`src/rtl/fa_bist_if.sv`:
```
// fa_bist_if: control handshake plus stimulus/response wires between the
// BIST engine and the full adder under test. Includes fail_vec only when
// FA_BIST_CAPTURE_EN is defined.
interface fa_bist_if #(
  parameter int ERR_W = 4
);
  logic             start;
  logic             busy;
  logic             done;
  logic             pass;
  logic [ERR_W-1:0] err_count;
  logic             fa_a;
  logic             fa_b;
  logic             fa_c_in;
  logic             fa_sum;
  logic             fa_carry;
`ifdef FA_BIST_CAPTURE_EN
  logic [2:0]       fail_vec;

  modport master (output start, fa_sum, fa_carry,
                  input  busy, done, pass, err_count, fa_a, fa_b, fa_c_in, fail_vec);
  modport slave  (input  start, fa_sum, fa_carry,
                  output busy, done, pass, err_count, fa_a, fa_b, fa_c_in, fail_vec);
`else
  modport master (output start, fa_sum, fa_carry,
                  input  busy, done, pass, err_count, fa_a, fa_b, fa_c_in);
  modport slave  (input  start, fa_sum, fa_carry,
                  output busy, done, pass, err_count, fa_a, fa_b, fa_c_in);
`endif
endinterface

```
`src/rtl/fa_bist.sv`:
```
// fa_bist: walks all eight {a,b,c_in} vectors through an attached full adder,
// waits SETTLE cycles after each, checks sum/carry against the golden
// function and reports pass plus a saturating error count.
// Optional first-failure capture: define FA_BIST_CAPTURE_EN.
module fa_bist #(
  parameter int SETTLE = 2,
  parameter int ERR_W  = 4
) (
  input  logic     clk,
  input  logic     rst_n,
  fa_bist_if.slave bus
);

  typedef enum logic [2:0] {
    S_IDLE,
    S_APPLY,
    S_WAIT,
    S_CHECK,
    S_DONE
  } state_t;

  localparam logic [ERR_W-1:0] ERR_MAX = {ERR_W{1'b1}};
  localparam logic [3:0]       SET_LD  = 4'(SETTLE);

  state_t           state, state_nxt;
  logic [2:0]       vec;      // current vector; also the registered stimulus
  logic [3:0]       cnt;
  logic [ERR_W-1:0] err;
  logic             accept;
  logic             exp_sum, exp_carry, mismatch;

  assign accept    = ((state == S_IDLE) || (state == S_DONE)) && bus.start;
  assign exp_sum   = vec[2] ^ vec[1] ^ vec[0];
  assign exp_carry = (vec[2] & vec[1]) | (vec[2] & vec[0]) | (vec[1] & vec[0]);
  assign mismatch  = (bus.fa_sum != exp_sum) || (bus.fa_carry != exp_carry);

  // state register
  always_ff @(posedge clk or negedge rst_n) begin
    if (!rst_n) state <= S_IDLE;
    else        state <= state_nxt;
  end

  // next-state: APPLY and CHECK are single cycles, WAIT lasts SETTLE cycles
  always_comb begin
    state_nxt = state;
    case (state)
      S_IDLE:  if (bus.start) state_nxt = S_APPLY;
      S_APPLY: state_nxt = (SETTLE > 0) ? S_WAIT : S_CHECK;
      S_WAIT:  if (cnt == 4'd1) state_nxt = S_CHECK;
      S_CHECK: state_nxt = (vec == 3'd7) ? S_DONE : S_APPLY;
      S_DONE:  if (bus.start) state_nxt = S_APPLY;
      default: state_nxt = S_IDLE;
    endcase
  end

  // vector index, settle counter and saturating error count
  always_ff @(posedge clk or negedge rst_n) begin
    if (!rst_n) begin
      vec <= 3'd0;
      cnt <= 4'd0;
      err <= '0;
    end else begin
      case (state)
        S_IDLE, S_DONE: if (accept) begin
          vec <= 3'd0;
          err <= '0;
        end
        S_APPLY: cnt <= SET_LD;
        S_WAIT:  cnt <= cnt - 4'd1;
        S_CHECK: begin
          // one increment per vector even when both bits are wrong
          if (mismatch && (err != ERR_MAX)) err <= err + 1'b1;
          // index stops at 7 so the last vector is held through DONE
          if (vec != 3'd7) vec <= vec + 3'd1;
        end
        default: ;
      endcase
    end
  end

`ifdef FA_BIST_CAPTURE_EN
  logic [2:0] fail_vec;

  // latch the first failing vector of a run; err==0 means no earlier failure
  always_ff @(posedge clk or negedge rst_n) begin
    if (!rst_n)                                          fail_vec <= 3'd0;
    else if (accept)                                     fail_vec <= 3'd0;
    else if ((state == S_CHECK) && mismatch && (err == '0)) fail_vec <= vec;
  end

  assign bus.fail_vec = fail_vec;
`endif

  assign bus.fa_a      = vec[2];
  assign bus.fa_b      = vec[1];
  assign bus.fa_c_in   = vec[0];
  assign bus.busy      = (state == S_APPLY) || (state == S_WAIT) || (state == S_CHECK);
  assign bus.done      = (state == S_DONE);
  assign bus.pass      = (state == S_DONE) && (err == '0);
  assign bus.err_count = err;

endmodule

```
`src/flat_wrapper.sv`:
```
// flat-port wrapper written by rule: the top's interface ports become plain ports
module fa_bist_flat 
#(
  parameter int SETTLE = 2,
  parameter int ERR_W  = 4
)
  (clk, rst_n, bus_start, bus_fa_sum, bus_fa_carry, bus_busy, bus_done, bus_pass, bus_err_count, bus_fa_a, bus_fa_b, bus_fa_c_in);
  fa_bist_if #(.ERR_W(ERR_W)) bus_i ();
  input  logic clk;
  input  logic rst_n;
  input wire logic [$bits(bus_i.start)-1:0] bus_start;
  input wire logic [$bits(bus_i.fa_sum)-1:0] bus_fa_sum;
  input wire logic [$bits(bus_i.fa_carry)-1:0] bus_fa_carry;
  output wire logic [$bits(bus_i.busy)-1:0] bus_busy;
  output wire logic [$bits(bus_i.done)-1:0] bus_done;
  output wire logic [$bits(bus_i.pass)-1:0] bus_pass;
  output wire logic [$bits(bus_i.err_count)-1:0] bus_err_count;
  output wire logic [$bits(bus_i.fa_a)-1:0] bus_fa_a;
  output wire logic [$bits(bus_i.fa_b)-1:0] bus_fa_b;
  output wire logic [$bits(bus_i.fa_c_in)-1:0] bus_fa_c_in;
  assign bus_i.start = bus_start;
  assign bus_i.fa_sum = bus_fa_sum;
  assign bus_i.fa_carry = bus_fa_carry;
  assign bus_busy = bus_i.busy;
  assign bus_done = bus_i.done;
  assign bus_pass = bus_i.pass;
  assign bus_err_count = bus_i.err_count;
  assign bus_fa_a = bus_i.fa_a;
  assign bus_fa_b = bus_i.fa_b;
  assign bus_fa_c_in = bus_i.fa_c_in;
  fa_bist #(.SETTLE(SETTLE), .ERR_W(ERR_W)) u_core (.clk(clk), .rst_n(rst_n), .bus(bus_i));
endmodule
```
`config.mk`:
```
export PLATFORM = sky130hd
export DESIGN_NAME = fa_bist_flat
export DESIGN_NICKNAME = d
export VERILOG_FILES = /design/src/rtl/fa_bist_if.sv /design/src/rtl/fa_bist.sv /design/src/flat_wrapper.sv
export SDC_FILE = /design/constraint.sdc
export NUM_CORES = 1
export LEC_CHECK = 0
export CAP_MARGIN = 0
export CORE_MARGIN = 2
export CORE_UTILIZATION = 42
export CTS_CLUSTER_DIAMETER = 60
export DETAILED_ROUTE_END_ITERATION = 8
export HOLD_SLACK_MARGIN = 0.1
export PLACE_DENSITY = 0.66
export SLEW_MARGIN = 25
export SYNTH_ARGS = -nofsm -noshare
export SYNTH_HDL_FRONTEND = slang
export SYNTH_SLANG_ARGS = --single-unit
```
`constraint.sdc`:
```
create_clock -name clk -period 5.3 [get_ports clk]
set_clock_uncertainty 0.1 [all_clocks]
set_input_delay 1.06 -clock clk [delete_from_list [all_inputs] [get_ports clk]]
set_output_delay 1.06 -clock clk [all_outputs]
set_load 0.02 [all_outputs]
```
Word-level counts from Yosys, hierarchy flattened
Cells that the tools add are included.

Flip-flop bits (word level): 14. Bits of input ports: 5. Output and inout bits: 10. Word-level logic and storage cells: 55.

Add/sub/neg operators: 3. Eq/ne operators: 15. Mux-type cells: 11. Bitwise logic cells: 7. Reduce and logical (&&, ||, !) cells: 15.

Operators by type and width (count): 4-bit case mux with 2 select lines (2); 3-bit two-way mux (5); 3-bit case mux with 4 select lines (1); 2-bit by 1-bit inequality test with 1-bit output (second input constant) (5); 4-bit two-way mux (2); 3-bit by 2-bit == test with 1-bit output (second input constant) (2); 3-bit == test (second input constant) (2); 3-bit case mux with 2 select lines (1); 3-bit AND reduction (2); 4-bit by 1-bit adder with 4-bit output (second input constant) (1); 4-bit by 1-bit == test with 1-bit output (second input constant) (1); 4-bit logical NOT (1); 1-bit logical OR (4); 4-bit inequality test (second input constant) (1); 2-bit nonzero test (2); 4-bit by 1-bit subtractor with 4-bit output (second input constant) (1); 3-bit by 1-bit adder with 3-bit output (second input constant) (1); 1-bit bitwise AND (3); 3-bit by 1-bit == test with 1-bit output (second input constant) (1); 1-bit logical AND (3); 3-bit logical NOT (1); 3-bit inequality test (second input constant) (1); 1-bit inequality test (2); 1-bit OR (2); 3 further kinds (4).

Longest topological paths before layout
Gate-level depths: netlist of run 1.

Word-level depth: 8. Depth in mapped cells: 5. Depth with buffers taken out: 5.

Worst setup path after synthesis of run 1
No wires, ideal clock.

Path kind: reg2out. Start: register u_core.state[2]. End: output bus_pass. Arrival: 1.435 ns. Data required time: 4.140 ns. Path slack: 2.705 ns. Stages on the path, launching flop included: 4. Buffers on the path: 1. Path through: dfrtp_1 > clkbuf_1 > nand2_1 > nor4b_1.

Word-level cells in the longest chain between the ends: 2.

RTL lines: start, declared (line fa_bist.sv:25) `state_t state, state_nxt;`; start signal, assigned (line fa_bist.sv:40) `else state <= state_nxt;`; 3-bit == test (line fa_bist.sv:99) `assign bus.pass = (state == S_DONE) && (err == '0);`; 1-bit logical AND (line fa_bist.sv:99); end, declared (line flat_wrapper.sv:16) `output wire logic [$bits(bus_i.pass)-1:0] bus_pass;`.

Every way passes these cells.

Worst setup path in the final report of run 1
Start: register u_core.state[0]. End: output bus_pass.

The elaborated chain is that of the path after synthesis.

==> metrics.log, run 1 <==
INFO  metric worst_voltage_drop_across_the_vdd_grid = 305 uV
INFO  metric clk_transition_reported_paths = 0.08 ns
INFO  metric whs = 0.438 ns
INFO  metric p_leak = 0.503 nW
INFO  metric buffers_inserted_by_post_cts_timing_repair = 0
INFO  metric tritoncts.num_buffers = 3
INFO  metric drt_pre_antenna_iters = 4
INFO  metric num-nets-final = 114
INFO  metric place.gp.congestion = 0.785
INFO  metric yosysMostFrequentCell = sky130_fd_sc_hd__dfrtp_1
INFO  metric die-height = about 50 microns
INFO  metric post-synth-top-area-fraction = 39.9%
INFO  metric synth_seq_area_share = 39.9%
INFO  metric detailroute.via_count = 650
INFO  metric drive_gt1_share = 9.00%
INFO  metric clkLatencyLatePin = 0.29 ns
INFO  metric first_iter_violations = 7
INFO  metric clockBufferDepth = 2
INFO  metric final_min_period_over_clock_period = between 60% and 70%
INFO  metric async_flop_share = 100%
INFO  metric design.core.area = 1960 sq um
INFO  metric synth_area_per_cell = 10.1 sq um
INFO  metric detail_route.drc_violations = 0
INFO  metric cp_data_arrival_time = between 2 and 2.5 ns
INFO  metric endpoint_kind = output pin
INFO  metric cts_max_level = 1
INFO  metric yosysTopAreaCell = sky130_fd_sc_hd__dfrtp_1
INFO  metric insertedDiodeCount = 0
INFO  metric rows = 16
INFO  metric floorplan.die.width = 49.7 microns
INFO  metric startpoint_type = flip-flop
INFO  metric io_buffer_count = 14
INFO  metric synth.cells.most_frequent = sky130_fd_sc_hd__dfrtp_1, sky130_fd_sc_hd__inv_1, sky130_fd_sc_hd__ha_1
INFO  metric largest_net_degree_at_the_start_of_global_routing = 15
INFO  metric globalRouteTotalUtil = 15.1%
INFO  metric start_util = 44.8%
INFO  metric finalCriticalPeriod = roughly 3.2 ns
INFO  metric power-per-cell-area = around 520 nW/um^2
INFO  metric synthesis.nets = 99
INFO  metric postCtsHoldBufs = 0
INFO  metric cts_num_sinks = 14
INFO  metric synthDistinctLibCells = 32
INFO  metric number_of_global_route_vias_before_repair = slightly above 600
INFO  metric floorplan.die_area = roughly 2500 sq um
INFO  metric ios = 15
INFO  metric timing_max_transition_violations_final = 0
INFO  metric worst_pin_slew = 0.631 ns
INFO  metric hp-class = flip-flop to flip-flop
INFO  metric cts_resized = 0
INFO  metric fillerInstances = between 150 and 200
INFO  metric max-slew-margin-rel = 57.8%
INFO  metric via_per_instance_ratio = 5.12
INFO  metric critPathKind = flip-flop to output pin
INFO  metric synth.ff_latch_count = 14
INFO  metric synth.area.top_cells = sky130_fd_sc_hd__dfrtp_1, sky130_fd_sc_hd__ha_1, sky130_fd_sc_hd__mux2i_1, sky130_fd_sc_hd__inv_1, sky130_fd_sc_hd__mux2_4
INFO  metric first_pass_grt_wire_length = 2.74 mm
INFO  metric root_buffer_cell = sky130_fd_sc_hd__clkbuf_4
INFO  metric synth_edf_count = 0
INFO  metric detailed_place_hpwl = roughly 1.2 mm
INFO  metric required = 4.14 ns
INFO  metric rsz0062_at_grt = no
INFO  metric post_route_cell_area = around 1000 sq um
INFO  metric dominantRegCellSynth = sky130_fd_sc_hd__dfrtp_1
INFO  metric ff_latch_area = around 350 sq um
INFO  metric syn_area = slightly below 900 sq um
INFO  metric crit_path_max_fanout = 14
INFO  metric tritoncts = done
INFO  metric fmaxAchievable = 0.311 GHz
INFO  metric result_of_the_run = finished clean
INFO  metric report.final.setup_viol = 0
INFO  metric maxCapViolCount = 0
INFO  metric totalNegativeSetupSlack = 0 ns
INFO  metric multiInputGateArea = 453 sq um
INFO  metric number_of_antenna_violations_at_the_first_check_in_global_routing = 0
INFO  metric grt_remaining_overflow = 0
INFO  metric synth_cells = between 80 and 90
INFO  metric wire_length_per_cell = around 12 microns
INFO  metric place_area = approximately 1000 sq um
INFO  metric area.growth.synth_to_final = 18.9%
INFO  metric yosysWarningCount = 0
INFO  metric finalWirelength = 1.57 mm
INFO  metric ant_nets = 0
INFO  metric hold_violations = 0
==> worst max-delay path, stage by stage, from the launching register on <==
cell                              delay [ns]
sky130_fd_sc_hd__dfrtp_1                0.54
sky130_fd_sc_hd__nor2_1                 0.19
sky130_fd_sc_hd__nand2_1                0.12
sky130_fd_sc_hd__nor4b_1                0.27
sky130_fd_sc_hd__clkdlybuf4s50_1        0.65
==> metrics by stage <==
step	cells	worst slack [ns]	utilization [%]	total power [mW]
detailed placement	124	2.41	52.1	0.489
CTS	127	2.09	53.3	0.552
global route	127	1.93	53.3	0.602
finish	127	2.08	53.3	0.548
floorplan	87	2.70	-	0.415
global placement	124	2.48	52.1	0.484
==> power breakdown <==
group | internal, mW | switching, mW | total (mW)
Combinational | 0.146 | 0.135 | 0.281
Sequential | 0.145 | 0.0589 | 0.204
Clock | 0.0264 | 0.0363 | 0.0628
==> worst paths after layout <==
kind                                  from                      end  slack [ns]  cells past startpoint
setup reg to reg             u_core.vec[0]  u_core.bus.err_count[1]        3.48                      4
min in group asynchronous            rst_n  u_core.bus.err_count[0]        1.06                      1
hold / removal               u_core.cnt[3]            u_core.cnt[3]        0.44                      1
max in group asynchronous            rst_n            u_core.cnt[3]        3.64                      1
hold reg to reg              u_core.cnt[3]            u_core.cnt[3]        0.44                      1
setup / recovery           u_core.state[0]                 bus_pass        2.08                      4
==> cell usage in the layout, fill, tap and decap left out, drive strengths merged, types with 2 or more instances in the layout <==
cell / n
a22o: 3
mux2: 2
clkdlybuf4s50: 14
nand2: 5
a21oi: 4
mux2i: 5
inv: 12
ha: 6
xor2: 2
nor4b: 2
o21ai: 2
o22ai: 3
dfrtp: 14
nor2: 5
clkbuf: 3
o211ai: 3
==> kinds of logic after synthesis <==
group	share of synthesized area, %
multiplexers	9.12
flip-flops	39.9
buffers and inverters	8.55
AND/OR/NAND/NOR	14.5
adder cells (fa/ha/maj)	10.8
XOR/XNOR	2.99
AO/OA/AOI/OAI	14.1
==> state kept, by name (all words and copies together), names as in the netlist <==
signal,flops
u_core.bus.err_count,4
u_core.cnt,4
u_core.state,3
u_core.vec,3
==> area by class of cell <==
type,count,area share [%]
tap,27,3.23
clock buffer,3,2.16
timing repair buffer,14,13.4
inverter,12,4.31
sequential,14,33.5
multi-input combinational,57,43.4
==> routing by layer <==
metal / wire (microns) / GRT usage (%) / vias up
met4: 25 / 7.87 / 0
met2: 723 / 24.0 / 16
li1: - / - / 330
met1: 738 / 18.7 / 301
met5: 0 / 0 / -
met3: 85 / 3.94 / 3
Note: power is estimated with default switching activity, not from simulation.
==> run 2: changes to the inputs <==
--- a/config.mk
+++ b/config.mk
@@ -11,7 +11,7 @@
 export CTS_CLUSTER_DIAMETER = 60
 export DETAILED_ROUTE_END_ITERATION = 8
 export HOLD_SLACK_MARGIN = 0.1
-export PLACE_DENSITY = 0.66
+export PLACE_DENSITY = 0.68
 export SLEW_MARGIN = 25
 export SYNTH_ARGS = -nofsm -noshare
 export SYNTH_HDL_FRONTEND = slang
==> constraint.sdc (replaced) <==
create_clock -name clk -period 2.7 [get_ports clk]
set_clock_uncertainty 0.1 [all_clocks]
set_input_delay 0.54 -clock clk [delete_from_list [all_inputs] [get_ports clk]]
set_output_delay 0.54 -clock clk [all_outputs]
set_load 0.02 [all_outputs]
==> run 2 against run 1 <==
Net effect:
- global-route usage down 0.39 points
- clock-buffer cell count unchanged
- critical path depth unchanged
- die area unchanged
- register-to-register slack worse by 2.7 ns
- routed wire length up 2.5%
- via count up 1.1%
- non-clock buffer count up 1
- setup slack worse by 1.9 ns
- worst hold slack better by 0.0035 ns
- first-iteration DRC count up 57%
- critical path type unchanged
==> metrics.log, run 2 (same netlist as run 1, synthesis figures left out) <==
INFO  metric result_of_the_run = finished clean
INFO  metric buffers_and_inverters_on_the_worst_path = 2 (+1)
INFO  metric cp_data_arrival_time = 1.85 ns (-0.21 ns)
INFO  metric timing_max_transition_violations_final = 0 (unchanged)
INFO  metric via_per_instance_ratio = 5.13 (+0.29%)
INFO  metric detailroute.via_count = 657 (+1.1%)
INFO  metric max-slew-margin-rel = 56.1% (-1.7 points)
INFO  metric final_common_cell = sky130_fd_sc_hd__dfrtp_1
INFO  metric start_util = 44.8% (unchanged)
INFO  metric ff_latch_area = 350 sq um (unchanged)
INFO  metric worst_pin_slew = 0.657 ns (+0.0253 ns)
INFO  metric power-per-cell-area = 1030 nW/um^2 (+96%)
INFO  metric final.setup.worst_slack = 0.207 ns (-1.87 ns)
INFO  metric ant_nets = 0 (unchanged)
INFO  metric hp-class = flip-flop to flip-flop
INFO  metric report.final.setup_viol = 0 (unchanged)
INFO  metric hold_violations = 0 (unchanged)
INFO  metric number_of_antenna_violations_at_the_first_check_in_global_routing = 0 (unchanged)
INFO  metric grt_remaining_overflow = 0 (unchanged)
INFO  metric finalWirelength = 1.61 mm (+2.5%)
INFO  metric first_pass_grt_wire_length = 2.82 mm (+3.0%)
INFO  metric worst_path_largest_cell_delay = 0.60 ns (-0.05 ns)
INFO  metric die-height = 49.7 microns (unchanged)
INFO  metric clockBufferDepth = 2 (unchanged)
INFO  metric crit_path_max_fanout = 9 (-5)
INFO  metric tritoncts = done
INFO  metric cts_max_level = 1 (unchanged)
INFO  metric p_leak = 0.527 nW (+4.7%)
INFO  metric worst_path_dominant_cell_family = buffers and inverters
INFO  metric multiInputGateArea = 453 sq um (unchanged)
INFO  metric detailed_place_hpwl = 1.27 mm (+10%)
INFO  metric insertedDiodeCount = 0 (unchanged)
INFO  metric power.share.switching = 41.4% (-0.65 points)
INFO  metric power.switching = 0.449 mW (+95%)
INFO  metric largest_net_degree_at_the_start_of_global_routing = 15 (unchanged)
INFO  metric clk_transition_reported_paths = 0.08 ns (about the same)
INFO  metric num-nets-final = 115 (+0.88%)
INFO  metric final_min_period_over_clock_period = 92.3%
INFO  metric design.core.area = 1960 sq um (unchanged)
INFO  metric globalRouteTotalUtil = 14.7% (-0.39 points)
INFO  metric rows = 16 (unchanged)
INFO  metric postCtsHoldBufs = 0 (unchanged)
INFO  metric drive_gt1_share = 9.90% (+0.90 points)
INFO  metric crit_chain = nor2_1, or2_2, inv_1, clkdlybuf4s50_1
INFO  metric maxCapViolCount = 0 (unchanged)
INFO  metric endpoint_kind = output pin
INFO  metric totalNegativeSetupSlack = 0 ns (unchanged)
INFO  metric required = 2.06 ns (-2.08 ns)
INFO  metric fillerInstances = 190 (-4.5%)
INFO  metric place.gp.congestion = 0.800 (+1.9%)
INFO  metric floorplan.die_area = 2470 sq um (unchanged)
INFO  metric power.share.clock = 10.5% (-1.0 points)
INFO  metric fmaxAchievable = 0.401 GHz
INFO  metric number_of_global_route_vias_before_repair = 641 (+5.4%)
INFO  metric ios = 15 (unchanged)
INFO  metric clkLatencyLatePin = 0.27 ns (-0.02 ns)
INFO  metric sequentialPowerShare = 34.6% (-2.7 points)
INFO  metric p_int = 0.635 mW (+100%)
INFO  metric first_iter_violations = 11 (+4)
INFO  metric tritoncts.num_buffers = 3 (unchanged)
INFO  metric finalPower = 1.08 mW (+98%)
INFO  metric p_comb_share = 54.9% (+3.6 points)
INFO  metric rsz0062_at_grt = no
INFO  metric startpoint_type = flip-flop
INFO  metric io_buffer_count = 14 (unchanged)
INFO  metric worst_voltage_drop_across_the_vdd_grid = 600 uV (+96%)
INFO  metric root_buffer_cell = sky130_fd_sc_hd__clkbuf_4
INFO  metric cts_num_sinks = 14 (unchanged)
INFO  metric place_worst_setup_slack = 0.407 ns (-2.01 ns)
INFO  metric cpMaxStageDelayCell = sky130_fd_sc_hd__clkdlybuf4s50_1
INFO  metric finalCriticalPeriod = ~2.5 ns
INFO  metric drt_pre_antenna_iters = 4 (unchanged)
INFO  metric detail_route.drc_violations = 0 (unchanged)
INFO  metric wire_length_per_cell = 12.6 microns (+1.7%)
INFO  metric critPathKind = flip-flop to output pin
INFO  metric area.growth.synth_to_final = 20.1%
INFO  metric most-common-layout-cells = sky130_fd_sc_hd__dfrtp_1, sky130_fd_sc_hd__clkdlybuf4s50_1, sky130_fd_sc_hd__inv_1, sky130_fd_sc_hd__ha_1
INFO  metric floorplan.die.width = 49.7 microns (unchanged)
-- run 2: area by class of cell --
class | instances | share of cell area [%]
multi-input combinational | 57 | 42.9
sequential | 14 | 33.2
timing repair buffer | 15 | 14.2
inverter | 12 | 4.27
tap | 27 | 3.20
clock buffer | 3 | 2.14
-- run 2: power groups by stage --
stage	Sequential [mW]	Combinational (mW)	Clock [mW]
detailed placement	0.381	0.603	0
global placement	0.380	0.582	0
finish	0.375	0.595	0.114
CTS	0.376	0.607	0.124
global route	0.395	0.668	0.126
floorplan	0.400	0.415	0
-- run 2: path summary, 6_finish.rpt --
check	start	to	slack [ns]	depth (start not counted)
setup / recovery	u_core.state[1]	bus_busy	0.21	4
min in group asynchronous	rst_n	u_core.cnt[2]	0.56	1
max in group asynchronous	rst_n	u_core.vec[1]	1.51	1
hold / removal	u_core.cnt[3]	u_core.cnt[3]	0.44	1
setup reg to reg	u_core.vec[0]	u_core.bus.err_count[1]	0.83	4
hold reg to reg	u_core.cnt[3]	u_core.cnt[3]	0.44	1
-- run 2: metrics by stage --
step | instance area [sq um] | std cells | hold slack, ns | utilization (%)
2_1_floorplan | 878 | 87 | 0.144 | -
3_3_place_gp | 1030 | 125 | 0.421 | 52.5
3_5_place_dp | 1030 | 125 | 0.430 | 52.5
4_1_cts | 1050 | 128 | 0.447 | 53.6
5_1_grt | 1050 | 128 | 0.481 | 53.8
6_report | 1050 | 128 | 0.441 | 53.8
-- run 2: routing by layer --
metal / track usage [%] / wire length, microns / vias to the layer above
li1: - / - / 330
met1: 17.7 / 756 / 316
met2: 25.6 / 790 / 11
met3: 5.76 / 66 / 0
met4: 1.39 / 0 / 0
met5: 0 / 0 / -
-- run 2: timing repair --
action / in CTS / in global routing
buffers inserted: 0 / 0
setup endpoints to repair: 0 / 1
gates resized for setup: 0 / 1
